### config.mk
export PLATFORM = sky130hd
export DESIGN_NAME = mem_arbiter_flat
export DESIGN_NICKNAME = d
export VERILOG_FILES = /design/src/rtl/mem_arb_pkg.sv /design/src/rtl/mem_arbiter_if.sv /design/src/rtl/mem_arb_next_owner.sv /design/src/rtl/mem_arbiter.sv /design/src/flat_wrapper.sv
export SDC_FILE = /design/constraint.sdc
export NUM_CORES = 1
export LEC_CHECK = 0
export CORE_AREA = 2 2 114 116
export DETAILED_ROUTE_END_ITERATION = 7
export DIE_AREA = 0 0 116 118
export GPL_TIMING_DRIVEN = 0
export REMOVE_ABC_BUFFERS = 1
export SYNTH_ARGS = -nofsm -noshare
export SYNTH_HDL_FRONTEND = slang
export SYNTH_HIERARCHICAL = 1
export SYNTH_SLANG_ARGS = --single-unit
### constraint.sdc
create_clock -name clk -period 2.7 [get_ports clk]
set_input_delay 0.27 -clock clk [delete_from_list [all_inputs] [get_ports clk]]
set_output_delay 0.27 -clock clk [all_outputs]
set_load 0.02 [all_outputs]
### src/rtl/mem_arb_pkg.sv
// Shared constants for the two-master memory arbiter: bus direction codes,
// default bus widths and the owner-state encoding.
package mem_arb_pkg;

    localparam int DEF_ADDR_W = 30;
    localparam int DEF_DATA_W = 32;

    localparam logic READ  = 1'b1;
    localparam logic WRITE = 1'b0;

    localparam logic [1:0] OWN_IDLE = 2'd0;
    localparam logic [1:0] OWN_M0   = 2'd1;
    localparam logic [1:0] OWN_M1   = 2'd2;

endpackage

### src/rtl/mem_arbiter_if.sv
// Bundle of both master request/grant channels and the shared memory bus.
// The arbiter attaches via the slave modport; masters and memory use master.
interface mem_arbiter_if #(
    parameter int ADDR_W = mem_arb_pkg::DEF_ADDR_W,
    parameter int DATA_W = mem_arb_pkg::DEF_DATA_W
);
    logic              m0_req;
    logic [ADDR_W-1:0] m0_addr;
    logic              m0_rw;
    logic [DATA_W-1:0] m0_wr_data;
    logic              m0_gnt;
    logic [DATA_W-1:0] m0_rd_data;

    logic              m1_req;
    logic [ADDR_W-1:0] m1_addr;
    logic              m1_rw;
    logic [DATA_W-1:0] m1_wr_data;
    logic              m1_gnt;
    logic [DATA_W-1:0] m1_rd_data;

    logic [ADDR_W-1:0] memory_addr;
    logic              memory_as_;
    logic              memory_rw;
    logic [DATA_W-1:0] memory_wr_data;
    logic [DATA_W-1:0] memory_rd_data;

    modport slave (
        input  m0_req, m0_addr, m0_rw, m0_wr_data,
        output m0_gnt, m0_rd_data,
        input  m1_req, m1_addr, m1_rw, m1_wr_data,
        output m1_gnt, m1_rd_data,
        output memory_addr, memory_as_, memory_rw, memory_wr_data,
        input  memory_rd_data
    );

    modport master (
        output m0_req, m0_addr, m0_rw, m0_wr_data,
        input  m0_gnt, m0_rd_data,
        output m1_req, m1_addr, m1_rw, m1_wr_data,
        input  m1_gnt, m1_rd_data,
        input  memory_addr, memory_as_, memory_rw, memory_wr_data,
        output memory_rd_data
    );
endinterface

### src/rtl/mem_arb_next_owner.sv
// Combinational next-owner decision: keep the owner while it requests unless
// its burst is exhausted under contention; ties go to the non-last owner.
module mem_arb_next_owner
    import mem_arb_pkg::*;
#(
    parameter int BURST_MAX = 4
) (
    input  logic [1:0] owner_q,
    input  logic       m0_req,
    input  logic       m1_req,
    input  logic [3:0] burst_cnt_q,
    input  logic       last_owner_q,
    output logic [1:0] next_owner
);
    localparam logic [3:0] LIMIT = 4'(BURST_MAX - 1);

    logic w_own_req;
    logic w_oth_req;

    always_comb begin
        w_own_req  = 1'b0;
        w_oth_req  = 1'b0;
        next_owner = OWN_IDLE;
        if (owner_q == OWN_M0) begin
            w_own_req = m0_req;
            w_oth_req = m1_req;
        end else if (owner_q == OWN_M1) begin
            w_own_req = m1_req;
            w_oth_req = m0_req;
        end

        if (w_own_req) begin
            if (!w_oth_req || (burst_cnt_q < LIMIT))
                next_owner = owner_q;
            else
                next_owner = (owner_q == OWN_M0) ? OWN_M1 : OWN_M0;
        end else if (m0_req && m1_req) begin
            // Tie: the master that did not own the bus last wins
            next_owner = last_owner_q ? OWN_M0 : OWN_M1;
        end else if (m0_req) begin
            next_owner = OWN_M0;
        end else if (m1_req) begin
            next_owner = OWN_M1;
        end
    end

endmodule

### src/rtl/mem_arbiter.sv
// Two-master memory arbiter with bounded bursts and registered grants.
// Define MEM_ARB_ROUND_ROBIN_EN for round-robin tie breaking (default: master 0 wins ties).
module mem_arbiter
    import mem_arb_pkg::*;
#(
    parameter int BURST_MAX = 4,
    parameter int ADDR_W    = DEF_ADDR_W,
    parameter int DATA_W    = DEF_DATA_W
) (
    input  logic         clk,
    input  logic         rst,
    mem_arbiter_if.slave bus
);
    logic [1:0]        r_owner;
    logic [1:0]        w_next_owner;
    logic [3:0]        r_burst_cnt;
    logic              w_last_owner;
    logic              w_gnt0;
    logic              w_gnt1;
    logic              w_xfer0;
    logic              w_xfer1;
    logic [ADDR_W-1:0] w_addr;
    logic              w_rw;
    logic [DATA_W-1:0] w_wr_data;

    assign w_gnt0  = (r_owner == OWN_M0);
    assign w_gnt1  = (r_owner == OWN_M1);
    assign w_xfer0 = w_gnt0 & bus.m0_req;
    assign w_xfer1 = w_gnt1 & bus.m1_req;

    mem_arb_next_owner #(.BURST_MAX(BURST_MAX)) u_next_owner (
        .owner_q      (r_owner),
        .m0_req       (bus.m0_req),
        .m1_req       (bus.m1_req),
        .burst_cnt_q  (r_burst_cnt),
        .last_owner_q (w_last_owner),
        .next_owner   (w_next_owner)
    );

    always_ff @(posedge clk or posedge rst) begin
        if (rst) begin
            r_owner     <= OWN_IDLE;
            r_burst_cnt <= 4'd0;
        end else begin
            r_owner <= w_next_owner;
            if ((w_next_owner != r_owner) || (w_next_owner == OWN_IDLE))
                r_burst_cnt <= 4'd0;
            else if ((w_xfer0 || w_xfer1) && (r_burst_cnt != 4'hF))
                r_burst_cnt <= r_burst_cnt + 4'd1;
        end
    end

`ifdef MEM_ARB_ROUND_ROBIN_EN
    logic r_last_owner;

    always_ff @(posedge clk or posedge rst) begin
        if (rst)
            r_last_owner <= 1'b0;
        else if (w_next_owner == OWN_M0)
            r_last_owner <= 1'b0;
        else if (w_next_owner == OWN_M1)
            r_last_owner <= 1'b1;
    end

    assign w_last_owner = r_last_owner;
`else
    // Pretending master 1 always owned last makes every tie resolve to master 0
    assign w_last_owner = 1'b1;
`endif

    always_comb begin
        w_addr    = '0;
        w_rw      = READ;
        w_wr_data = '0;
        if (w_xfer0) begin
            w_addr    = bus.m0_addr;
            w_rw      = bus.m0_rw;
            w_wr_data = bus.m0_wr_data;
        end else if (w_xfer1) begin
            w_addr    = bus.m1_addr;
            w_rw      = bus.m1_rw;
            w_wr_data = bus.m1_wr_data;
        end
    end

    assign bus.memory_as_     = ~(w_xfer0 | w_xfer1);
    assign bus.memory_addr    = w_addr;
    assign bus.memory_rw      = w_rw;
    assign bus.memory_wr_data = w_wr_data;

    assign bus.m0_gnt     = w_gnt0;
    assign bus.m1_gnt     = w_gnt1;
    assign bus.m0_rd_data = w_gnt0 ? bus.memory_rd_data : '0;
    assign bus.m1_rd_data = w_gnt1 ? bus.memory_rd_data : '0;

endmodule

### src/flat_wrapper.sv
// flat-port wrapper written by rule: the top's interface ports become plain ports
module mem_arbiter_flat import mem_arb_pkg::*;
#(
    parameter int BURST_MAX = 4,
    parameter int ADDR_W    = DEF_ADDR_W,
    parameter int DATA_W    = DEF_DATA_W
)
  (clk, rst, bus_m0_req, bus_m0_addr, bus_m0_rw, bus_m0_wr_data, bus_m0_gnt, bus_m0_rd_data, bus_m1_req, bus_m1_addr, bus_m1_rw, bus_m1_wr_data, bus_m1_gnt, bus_m1_rd_data, bus_memory_addr, bus_memory_as_, bus_memory_rw, bus_memory_wr_data, bus_memory_rd_data);
  mem_arbiter_if #(.ADDR_W(ADDR_W), .DATA_W(DATA_W)) bus_i ();
  input  logic clk;
  input  logic rst;
  input wire logic [$bits(bus_i.m0_req)-1:0] bus_m0_req;
  input wire logic [$bits(bus_i.m0_addr)-1:0] bus_m0_addr;
  input wire logic [$bits(bus_i.m0_rw)-1:0] bus_m0_rw;
  input wire logic [$bits(bus_i.m0_wr_data)-1:0] bus_m0_wr_data;
  output wire logic [$bits(bus_i.m0_gnt)-1:0] bus_m0_gnt;
  output wire logic [$bits(bus_i.m0_rd_data)-1:0] bus_m0_rd_data;
  input wire logic [$bits(bus_i.m1_req)-1:0] bus_m1_req;
  input wire logic [$bits(bus_i.m1_addr)-1:0] bus_m1_addr;
  input wire logic [$bits(bus_i.m1_rw)-1:0] bus_m1_rw;
  input wire logic [$bits(bus_i.m1_wr_data)-1:0] bus_m1_wr_data;
  output wire logic [$bits(bus_i.m1_gnt)-1:0] bus_m1_gnt;
  output wire logic [$bits(bus_i.m1_rd_data)-1:0] bus_m1_rd_data;
  output wire logic [$bits(bus_i.memory_addr)-1:0] bus_memory_addr;
  output wire logic [$bits(bus_i.memory_as_)-1:0] bus_memory_as_;
  output wire logic [$bits(bus_i.memory_rw)-1:0] bus_memory_rw;
  output wire logic [$bits(bus_i.memory_wr_data)-1:0] bus_memory_wr_data;
  input wire logic [$bits(bus_i.memory_rd_data)-1:0] bus_memory_rd_data;
  assign bus_i.m0_req = bus_m0_req;
  assign bus_i.m0_addr = bus_m0_addr;
  assign bus_i.m0_rw = bus_m0_rw;
  assign bus_i.m0_wr_data = bus_m0_wr_data;
  assign bus_m0_gnt = bus_i.m0_gnt;
  assign bus_m0_rd_data = bus_i.m0_rd_data;
  assign bus_i.m1_req = bus_m1_req;
  assign bus_i.m1_addr = bus_m1_addr;
  assign bus_i.m1_rw = bus_m1_rw;
  assign bus_i.m1_wr_data = bus_m1_wr_data;
  assign bus_m1_gnt = bus_i.m1_gnt;
  assign bus_m1_rd_data = bus_i.m1_rd_data;
  assign bus_memory_addr = bus_i.memory_addr;
  assign bus_memory_as_ = bus_i.memory_as_;
  assign bus_memory_rw = bus_i.memory_rw;
  assign bus_memory_wr_data = bus_i.memory_wr_data;
  assign bus_i.memory_rd_data = bus_memory_rd_data;
  mem_arbiter #(.BURST_MAX(BURST_MAX), .ADDR_W(ADDR_W), .DATA_W(DATA_W)) u_core (.clk(clk), .rst(rst), .bus(bus_i));
endmodule
; ---- After elaboration in Yosys (flattened, before gate mapping)
; Cells that the tools add are included.
[totals]
reg_bits = 6
latchBits = 0
mem_bits_rw = 0
rom_bits = 0
memories = 0
[op_classes]
add_sub_neg = 1
multipliers = 0
div = 0
order_cmp = 1
eq_ne = 4
shift = 0
n_mux = 20
n_bitwise = 4
n_reduce_logical = 8
[ops]
columns = cell, count
row1 = 2-to-1 mux 32 bit, 4
row2 = 2-to-1 mux 30 bit, 2
row3 = 2-to-1 mux 2 bit, 6
row4 = 2-to-1 mux 4 bit, 2
row5 = 2-to-1 mux 1 bit, 6
row6 = "adder 4 x 1 -> 4 bit, second input constant", 1
row7 = "< comparator 4 x 2 -> 1 bit, second input constant", 1
row8 = "inequality test 4 bit, second input constant", 1
row9 = logical OR 1 bit, 3
row10 = AND 1 bit, 2
row11 = "equality test 2 x 1 -> 1 bit, second input constant", 1
row12 = "equality test 2 bit, second input constant", 1
row13 = logical AND 1 bit, 2
row14 = zero test 2 bit, 1
row15 = inequality test 2 bit, 1
row16 = nonzero test 2 bit, 1
row17 = zero test 1 bit, 1
row18 = NOT 1 bit, 1
row19 = OR 1 bit, 1

; ---- Depth between registers and ports, before layout
; Gate-level depths: netlist of run 1.
[logic_depth]
depth_word = 10
ltp_mapped = 6

; ---- Modules after synthesis
; Netlist of run 1, hierarchy kept.
[modules_own_cells]
columns = module, n_inst, cells_each, area_per_inst_um2, seq_area_each_um2
row1 = mem_arbiter, 1, 188, 1448.9, 150.1
row2 = mem_arb_next_owner, 1, 12, 86.3, 0.0

; ---- Worst setup path before layout of run 1
; No wires, ideal clock.
[synth_path]
path_kind = register -> register
startpoint = reg u_core.r_burst_cnt[1]
endpoint = reg u_core.r_burst_cnt[1]
setup_ns = 0.101
arrival_ns = 1.783
slack_ns = 0.816
stages_incl_launch_ff = 7
period_less_slack_ns = 1.884
cell_sequence = dfrtp_1 > a211o_1 > and3_1 > a311oi_1 > xnor2_1 > a32oi_1 > nor4_1
[synth_between]
elab_chain_cells = 7
elab_cells_between_ends = 13
classes_between = 1 x add/sub / 1 x order compare / 2 x eq/ne / 4 x mux / 5 x reduce/logical
[synth_lines]
columns = element, line
row1 = from (decl), mem_arbiter.sv:16  ; logic [3:0] r_burst_cnt;
row2 = from (signal assigned), mem_arbiter.sv:49  ; r_burst_cnt <= r_burst_cnt + 4'd1;
row3 = < comparator 4 x 2 -> 1 bit *, mem_arb_next_owner.sv:33  ; if (!w_oth_req || (burst_cnt_q < LIMIT))
row4 = logical OR 1 bit *, mem_arb_next_owner.sv:33
row5 = 2-to-1 mux 2 bit *, mem_arb_next_owner.sv:33
row6 = 2-to-1 mux 2 bit *, mem_arb_next_owner.sv:32  ; if (w_own_req) begin
row7 = net u_core.w_next_owner[0], mem_arbiter.sv:15  ; logic [1:0] w_next_owner;
row8 = inequality test 2 bit or zero test 2 bit (tied branches), mem_arbiter.sv:46  ; if ((w_next_owner != r_owner) || (w_next_owner == OWN_IDLE))
row9 = logical OR 1 bit *, mem_arbiter.sv:46
row10 = 2-to-1 mux 4 bit or nonzero test 2 bit (tied branches), --
; The timed path passes the listed nets; every way through them passes the cells marked *. The select of a mux whose other input is x is not followed.
; A chain may end at the register's enable or synchronous reset.

; ---- Worst setup path in the final report of run 1
[layout_path]
startpoint = in bus_m1_req
endpoint = out bus_memory_addr[2]
[layout_between]
elab_chain_cells = 3
[layout_lines]
columns = element, line
row1 = from (decl), flat_wrapper.sv:18  ; input wire logic [$bits(bus_i.m1_req)-1:0] bus_m1_req;
row2 = AND 1 bit, mem_arbiter.sv:29  ; assign w_xfer1 = w_gnt1 & bus.m1_req;
row3 = 2-to-1 mux 30 bit, mem_arbiter.sv:79  ; end else if (w_xfer1) begin
row4 = 2-to-1 mux 30 bit, mem_arbiter.sv:75  ; if (w_xfer0) begin
row5 = to (decl), flat_wrapper.sv:24  ; output wire logic [$bits(bus_i.memory_addr)-1:0] bus_memory_addr;
; No other way between the ends.

==> results_dict.tcl, run 1 <==
set metrics [dict create \
    async_flop_share 1.00 \
    worstPathRequired_ps 2430 \
    synth_cell_type_count 35 \
    power_density_mw_per_mm2 257 \
    synth_top_family_by_area "compound AO/OA/AOI/OAI gates" \
    syn_to_final_growth_pct 206 \
    fin_setup_tns_ps 0 \
    initial_core_util 0.124 \
    grt_pass1_wl_um 14600 \
    synth.avg_cell_area_um2 7.68 \
    worst-setup-path-type "in2out" \
    ir_drop_mv 0.137 \
    hp-class "in2async" \
    cts_max_level 1 \
    drv_cap 0 \
    cts_num_sinks 6 \
    vias_per_cell 4.16 \
    drt-pass1-iter-count 4 \
    globalRouteOverflowTotal 0 \
    path_max_fanout 57 \
    slew_violations 0 \
    crit_path_end_kind "primary output" \
    fp-row-count 41 \
    setup_viol 0 \
    ios 292 \
    gp_congestion 0.776 \
    numCtsBuffers 3 \
    synth-edff-count 0 \
    grt_pass1_vias 2692 \
    drive_above_1_share 0.0333 \
    cts_tree "yes" \
    fmax_ghz 0.390 \
    p_leak_nw 1.79 \
    critPathLaunchType "input pin" \
    routed_wirelength_um 10300 \
    final_nets 645 \
    clock-skew-final_ps 1.70 \
    hold_ws_ps 259 \
    clk_pin_slew_ps 30 \
    dp_hpwl_um 9180 \
    synthMuxAreaShare 0 \
    yosys_warnings 6 \
    die_h_um 118 \
    wl_met3_um 1380 \
    cts_buffer_depth 2 \
    synth_compound_area_frac 0.442 \
    syn_area_mm2 0.00154 \
    worstSkewPairLatency_ps 230 \
    met1_length_um 3470 \
    synthAdderAreaFrac 0.00815 \
    wl_met2_um 5240 \
    antenna_found_initial 0 \
    min_period_ps 2570 \
    grt_max_degree 58 \
    ys.flop_type "dfrtp_1" \
    hold_buffers 0 \
    drt-initial-drc-count 101 \
    seq_area_frac_synth 0.0978 \
    die_width_um 116 \
    rsz0062_at_grt "no" \
    port_buffers 291 \
    synth-simple-area-share 0.347 \
    n_antenna_cell 0 \
    cp.arrival_ps 2300 \
    ys_ff_latch 6 \
    post_drt_wl_per_cell_um 15.8 \
    route.detailed.drc 0 \
    track_usage 0.138 \
    topRoutingLayerUsed "met4" \
    core-area_mm2 0.0124 \
    syn_inst 200 \
    cts-root-buf "clkbuf_16" \
    period_share 0.951 \
    yosys.area_share.xor_xnor 0.00570 \
    hold_viol_final 0 \
    antenna_left 0 \
    die_area_mm2 0.0137 \
    status "finished, final reports clean" \
    vias 2711 \
]
-- cell usage after synthesis (all sizes together) (2+ instances only) --
master	instances	area, um2
nor4	2	12.5
a211oi	4	30.0
nor3	2	10.0
and2b	2	17.5
nand2	2	7.51
buf	15	106
and2	64	400
nor2b	3	18.8
nand3	2	10.0
nor2	3	11.3
clkbuf	7	27.5
dfrtp	6	150
and3	2	12.5
nand3b	2	15.0
and3b	2	17.5
inv	4	15.0
a311oi	2	17.5
a22o	62	543
-- path summary, 6_finish.rpt --
kind | start | to | slack (ps) | cells past startpoint
worst min register to register | u_core/r_burst_cnt[2]$_DFFE_PP0P_ | u_core/r_burst_cnt[2]$_DFFE_PP0P_ | 640 | 2
worst max-delay path | bus_m1_req | bus_memory_addr[2] | 130 | 5
worst min-delay path | rst | u_core/r_burst_cnt[1]$_DFFE_PP0P_ | 260 | 2
max in group asynchronous | rst | u_core/r_owner[0]$_DFF_PP0_ | 2250 | 2
worst max register to register | u_core/r_burst_cnt[1]$_DFFE_PP0P_ | u_core/r_burst_cnt[1]$_DFFE_PP0P_ | 520 | 6
min in group clk | u_core/r_burst_cnt[2]$_DFFE_PP0P_ | u_core/r_burst_cnt[2]$_DFFE_PP0P_ | 640 | 2
-- cell families after synthesis --
| logic type | after synthesis |
|---|---|
| buffers and inverters | 26 |
| other | 1 |
| AO/OA/AOI/OAI | 79 |
| adder cells (fa/ha/maj) | 1 |
| AND/OR/NAND/NOR | 86 |
| flip-flops | 6 |
| XOR/XNOR | 1 |
-- critical path, stage by stage --
cell	delay [ps]
clkdlybuf4s50_1	570
and3b_2	290
buf_12	250
a22o_1	230
clkdlybuf4s50_1	650
-- through the flow --
stage / area (um2) / util / instances / power [W] / worst slack (ps)
2_1_floorplan: 1410 / - / 179 / 0.000430 / 271
3_3_place_gp: 4530 / 0.365 / 642 / 0.000956 / -1190
3_5_place_dp: 4590 / 0.370 / 645 / 0.000973 / 19.1
4_1_cts: 4670 / 0.376 / 648 / 0.00121 / 19.2
5_1_grt: 4700 / 0.379 / 652 / 0.00126 / 40.7
6_report: 4700 / 0.379 / 652 / 0.00121 / 133
-- cells in the final DEF, fill, tap and decap left out, types with 2 or more instances in the layout --
master           count
clkdlybuf4s50_1    291
nand3b_1             2
buf_12               2
conb_1               2
a211oi_1             4
inv_1                4
nor3_1               2
a311oi_1             2
and3b_2              2
clkbuf_16            3
nor2b_1              2
buf_4                4
nor2_1               3
and2_1              64
dfrtp_1              6
nand2_1              2
and3_1               2
a22o_1              62
nor4_1               2
nand3_1              2
-- power by group --
group	leakage (nW)	total [W]	internal (W)	switching [W]
Combinational	1.67	0.000867	0.000507	0.000360
Clock	0.0370	0.000237	0.000190	0.0000472
Sequential	0.0803	0.000103	0.0000943	0.00000831
Total	1.79	0.00121	0.000791	0.000415
-- layer usage --
| layer | global-route usage | vias up |
|---|---|---|
| met4 | 0.0499 | 0 |
| met2 | 0.265 | 190 |
| li1 | - | 1310 |
| met5 | 0 | - |
| met1 | 0.130 | 1203 |
| met3 | 0.0515 | 8 |
-- flip-flops by register name (all words and copies together) (netlist names) --
name                flops
u_core/r_burst_cnt      4
u_core/r_owner          2
-- what timing repair did --
item	4_1_cts	5_1_grt
gates resized for setup	0	1
buffers inserted	0	4
setup endpoints to repair	0	69
-- cell type report --
cell class	count	area, um2
Multi-Input combinational cell	169	1250
Tap cell	172	215
Timing Repair Buffer	298	3000
Fill cell	1300	7710
Clock buffer	3	75.1
Inverter	4	15.0
Sequential cell	6	150
No activity file was read; power rests on OpenSTA's default activity.
==> run 2: changes to the inputs <==
Settings changed: CORE_AREA 2 2 114 116 to 2 2 113 115, DIE_AREA 0 0 116 118 to 0 0 115 117, SYNTH_HIERARCHICAL 1 to unset.
Clock period 2.7 ns to 2.5 ns, I/O delays scaled along.
==> run 2 against run 1 <==
  * Synthesized cell count decreased by 6.5%
  * Total power decreased by 4.1%
  * First-iteration DRC count increased by 12%
  * Setup slack got worse by 36 ps
  * Highest routed layer unchanged
  * Routed wire length is essentially flat
  * Synthesized area is 7.4% lower
  * Non-clock buffer count shrank 1
  * Final cell count shrank 5.5%
  * Critical path type unchanged
  * Critical path depth is the same
==> results_dict.tcl, run 2 <==
set metrics [dict create \
    synth_top_cell_area_share 0.382 \
    p_leak_nw 1.75 \
    crit_top_cell "clkdlybuf4s50_1" \
    drt-pass1-iter-count 4 \
    dp_cells 610 \
    port_buffers 291 \
    routed_wirelength_um 10300 \
    netlist_top_cells_area "a22o_1 38%, and2_1 28%, dfrtp_1 11%" \
    synth_cell_type_count 27 \
    async_flop_share 1.00 \
    final_nets 631 \
    final_common_cell "clkdlybuf4s50_1" \
    final_cell_mix "291 x clkdlybuf4s50_1, 64 x and2_1, 62 x a22o_1, 6 x dfrtp_1" \
    path_max_fanout 47 \
    numCtsBuffers 3 \
    fmax_ghz 0.416 \
    status "finished, final reports clean" \
    rsz0062_at_grt "no" \
    slew_headroom 0.798 \
    cp.arrival_ps 2150 \
    setup_viol 0 \
    cts_max_level 1 \
    grt_max_degree 52 \
    fin_ws_ps 97.5 \
    die_h_um 117 \
    critPathMaxStageDelay_ps 660 \
    vias 2532 \
    layoutNonFillerInstCount 616 \
    cts-root-buf "clkbuf_16" \
    period_share 0.961 \
    hold_viol_final 0 \
    fp-row-count 41 \
    final-seq-area_um2 150 \
    core-area_mm2 0.0123 \
    seq_area_frac_synth 0.106 \
    route.detailed.drc 0 \
    power_density_mw_per_mm2 252 \
    ir_drop_mv 0.174 \
    synth-edff-count 0 \
    yosys.area.top_type "a22o_1" \
    drive_above_1_share 0.0386 \
    grt_pass1_vias 2463 \
    syn_inst 187 \
    yosys_warnings 0 \
    ys.flop_type "dfrtp_1" \
    hold_ws_ps 246 \
    hold_buffers 0 \
    cts_buffer_depth 2 \
    gp_congestion 0.726 \
    grt_pass1_wl_um 13700 \
    clk_pin_slew_ps 30 \
    drv_cap 0 \
    antenna_found_initial 0 \
    initial_core_util 0.115 \
    crit_chain "clkdlybuf4s50_1 -> and3b_4 -> buf_12 -> a22o_1 -> clkdlybuf4s50_1" \
    regMostFlops "u_core.r_burst_cnt" \
    dp_hpwl_um 8790 \
    die_width_um 115 \
    die_area_mm2 0.0135 \
    clock-skew-final_ps 2.77 \
    worstPathRequired_ps 2250 \
    largest_reg_flops 4 \
    slew_violations 0 \
    critPathLaunchType "input pin" \
    min_period_ps 2400 \
    syn_to_final_growth_pct 223 \
    tightestPinTransition_ps 302 \
    ios 292 \
    syn_area_mm2 0.00142 \
    ys_ff_latch 6 \
    hp-class "in2async" \
    crit_path_end_kind "primary output" \
    globalRouteOverflowTotal 0 \
    synthTopCellsByCount "64 x and2_1, 62 x a22o_1, 13 x buf_2, 7 x clkbuf_1, 6 x dfrtp_1" \
    synth_most_common_cell "and2_1" \
    vias_per_cell 4.11 \
    multi_input_area_mm2 0.00117 \
    antenna_left 0 \
    worstSkewPairLatency_ps 230 \
    n_antenna_cell 0 \
    slowest_stage "clkdlybuf4s50_1" \
    worst-setup-path-type "in2out" \
    fillerInstances 1266 \
    track_usage 0.133 \
    cts_tree "yes" \
    synth.avg_cell_area_um2 7.60 \
    place_ws_ps -227 \
    post_drt_wl_per_cell_um 16.8 \
    cts_num_sinks 6 \
    drt-initial-drc-count 113 \
    reg_top3 "u_core.r_burst_cnt (4), u_core.r_owner (2)" \
]
run 2: cell types whose count changed in the layout (fill, tap and decap cells not counted), moves of 2 or more:
cell	change
a211oi_1	-4
a311oi_1	-2
and3b_4	+2
buf_4	-2
conb_1	-2
nand3b_1	-2
nor2b_1	-2
nor4_1	-2
o21a_1	+2
xor2_1	+2
run 2: timing repair:
action / in CTS / in global routing
gates resized for setup: 3 / 0
setup endpoints to repair: 46 / 0
setup buffers: 2 / 0
run 2: power by group:
group	internal, W	switching (W)
combinational	0.000478	0.000315
sequential	0.000101	0.00000469
clock	0.000205	0.0000528
run 2: final cells by class:
cell class                      count  share of cell area
Timing Repair Buffer              297               0.653
Inverter                            4             0.00327
Sequential cell                     6              0.0327
Tap cell                          150              0.0408
Clock buffer                        3              0.0163
Multi-Input combinational cell    156               0.254
run 2: worst max-delay path: cells and delay by family:
kind / cells / cell delay (ps)
compound gates: 1 / 160
buf+inv: 3 / 1470
simple gates: 1 / 250
run 2: through the flow:
stage	utilization	TNS, ps	area, um2	power [W]
floorplan	-	0	1310	0.000379
global placement	0.358	-114290	4410	0.000883
detailed placement	0.365	-6990	4490	0.000899
CTS	0.373	0	4590	0.00117
global route	0.373	0	4590	0.00122
finish	0.373	0	4590	0.00116
run 2: kinds of logic (layout without fill, tap and decap cells):
| kind of cell | count (synthesis) | in the layout | synth area share |
|---|---|---|---|
| buffers and inverters | 26 | 304 | 0.0880 |
| AOI/OAI and AO/OA | 69 | 69 | 0.419 |
| adders and majority gates | 1 | 1 | 0.00880 |
| xor gates and xnor gates | 2 | 2 | 0.0123 |
| DFF | 6 | 6 | 0.106 |
| muxes | 2 | 2 | 0.0176 |
| and+or+nand+nor | 81 | 82 | 0.349 |
run 2: final timing paths:
kind                            cells after the start                               from                           endpoint  slack (ps)
worst max register to register                      4  u_core.r_burst_cnt[0]$_DFFE_PP0P_        u_core.r_owner[1]$_DFF_PP0_         900
worst min-delay path                                2                                rst  u_core.r_burst_cnt[3]$_DFFE_PP0P_         250
worst min register to register                      2  u_core.r_burst_cnt[0]$_DFFE_PP0P_  u_core.r_burst_cnt[0]$_DFFE_PP0P_         560
max in group asynchronous                           2                                rst        u_core.r_owner[0]$_DFF_PP0_        2050
min in group clk                                    2  u_core.r_burst_cnt[0]$_DFFE_PP0P_  u_core.r_burst_cnt[0]$_DFFE_PP0P_         560
worst max-delay path                                5                         bus_m1_req             bus_memory_wr_data[21]         100
run 2: routing by layer:
metal / vias to the layer above / wire length, um / track usage
li1: 1243 / - / -
met4: 0 / 13 / 0.0120
met1: 1113 / 3830 / 0.148
met2: 174 / 5510 / 0.262
met5: - / 0 / 0
met3: 2 / 967 / 0.0319
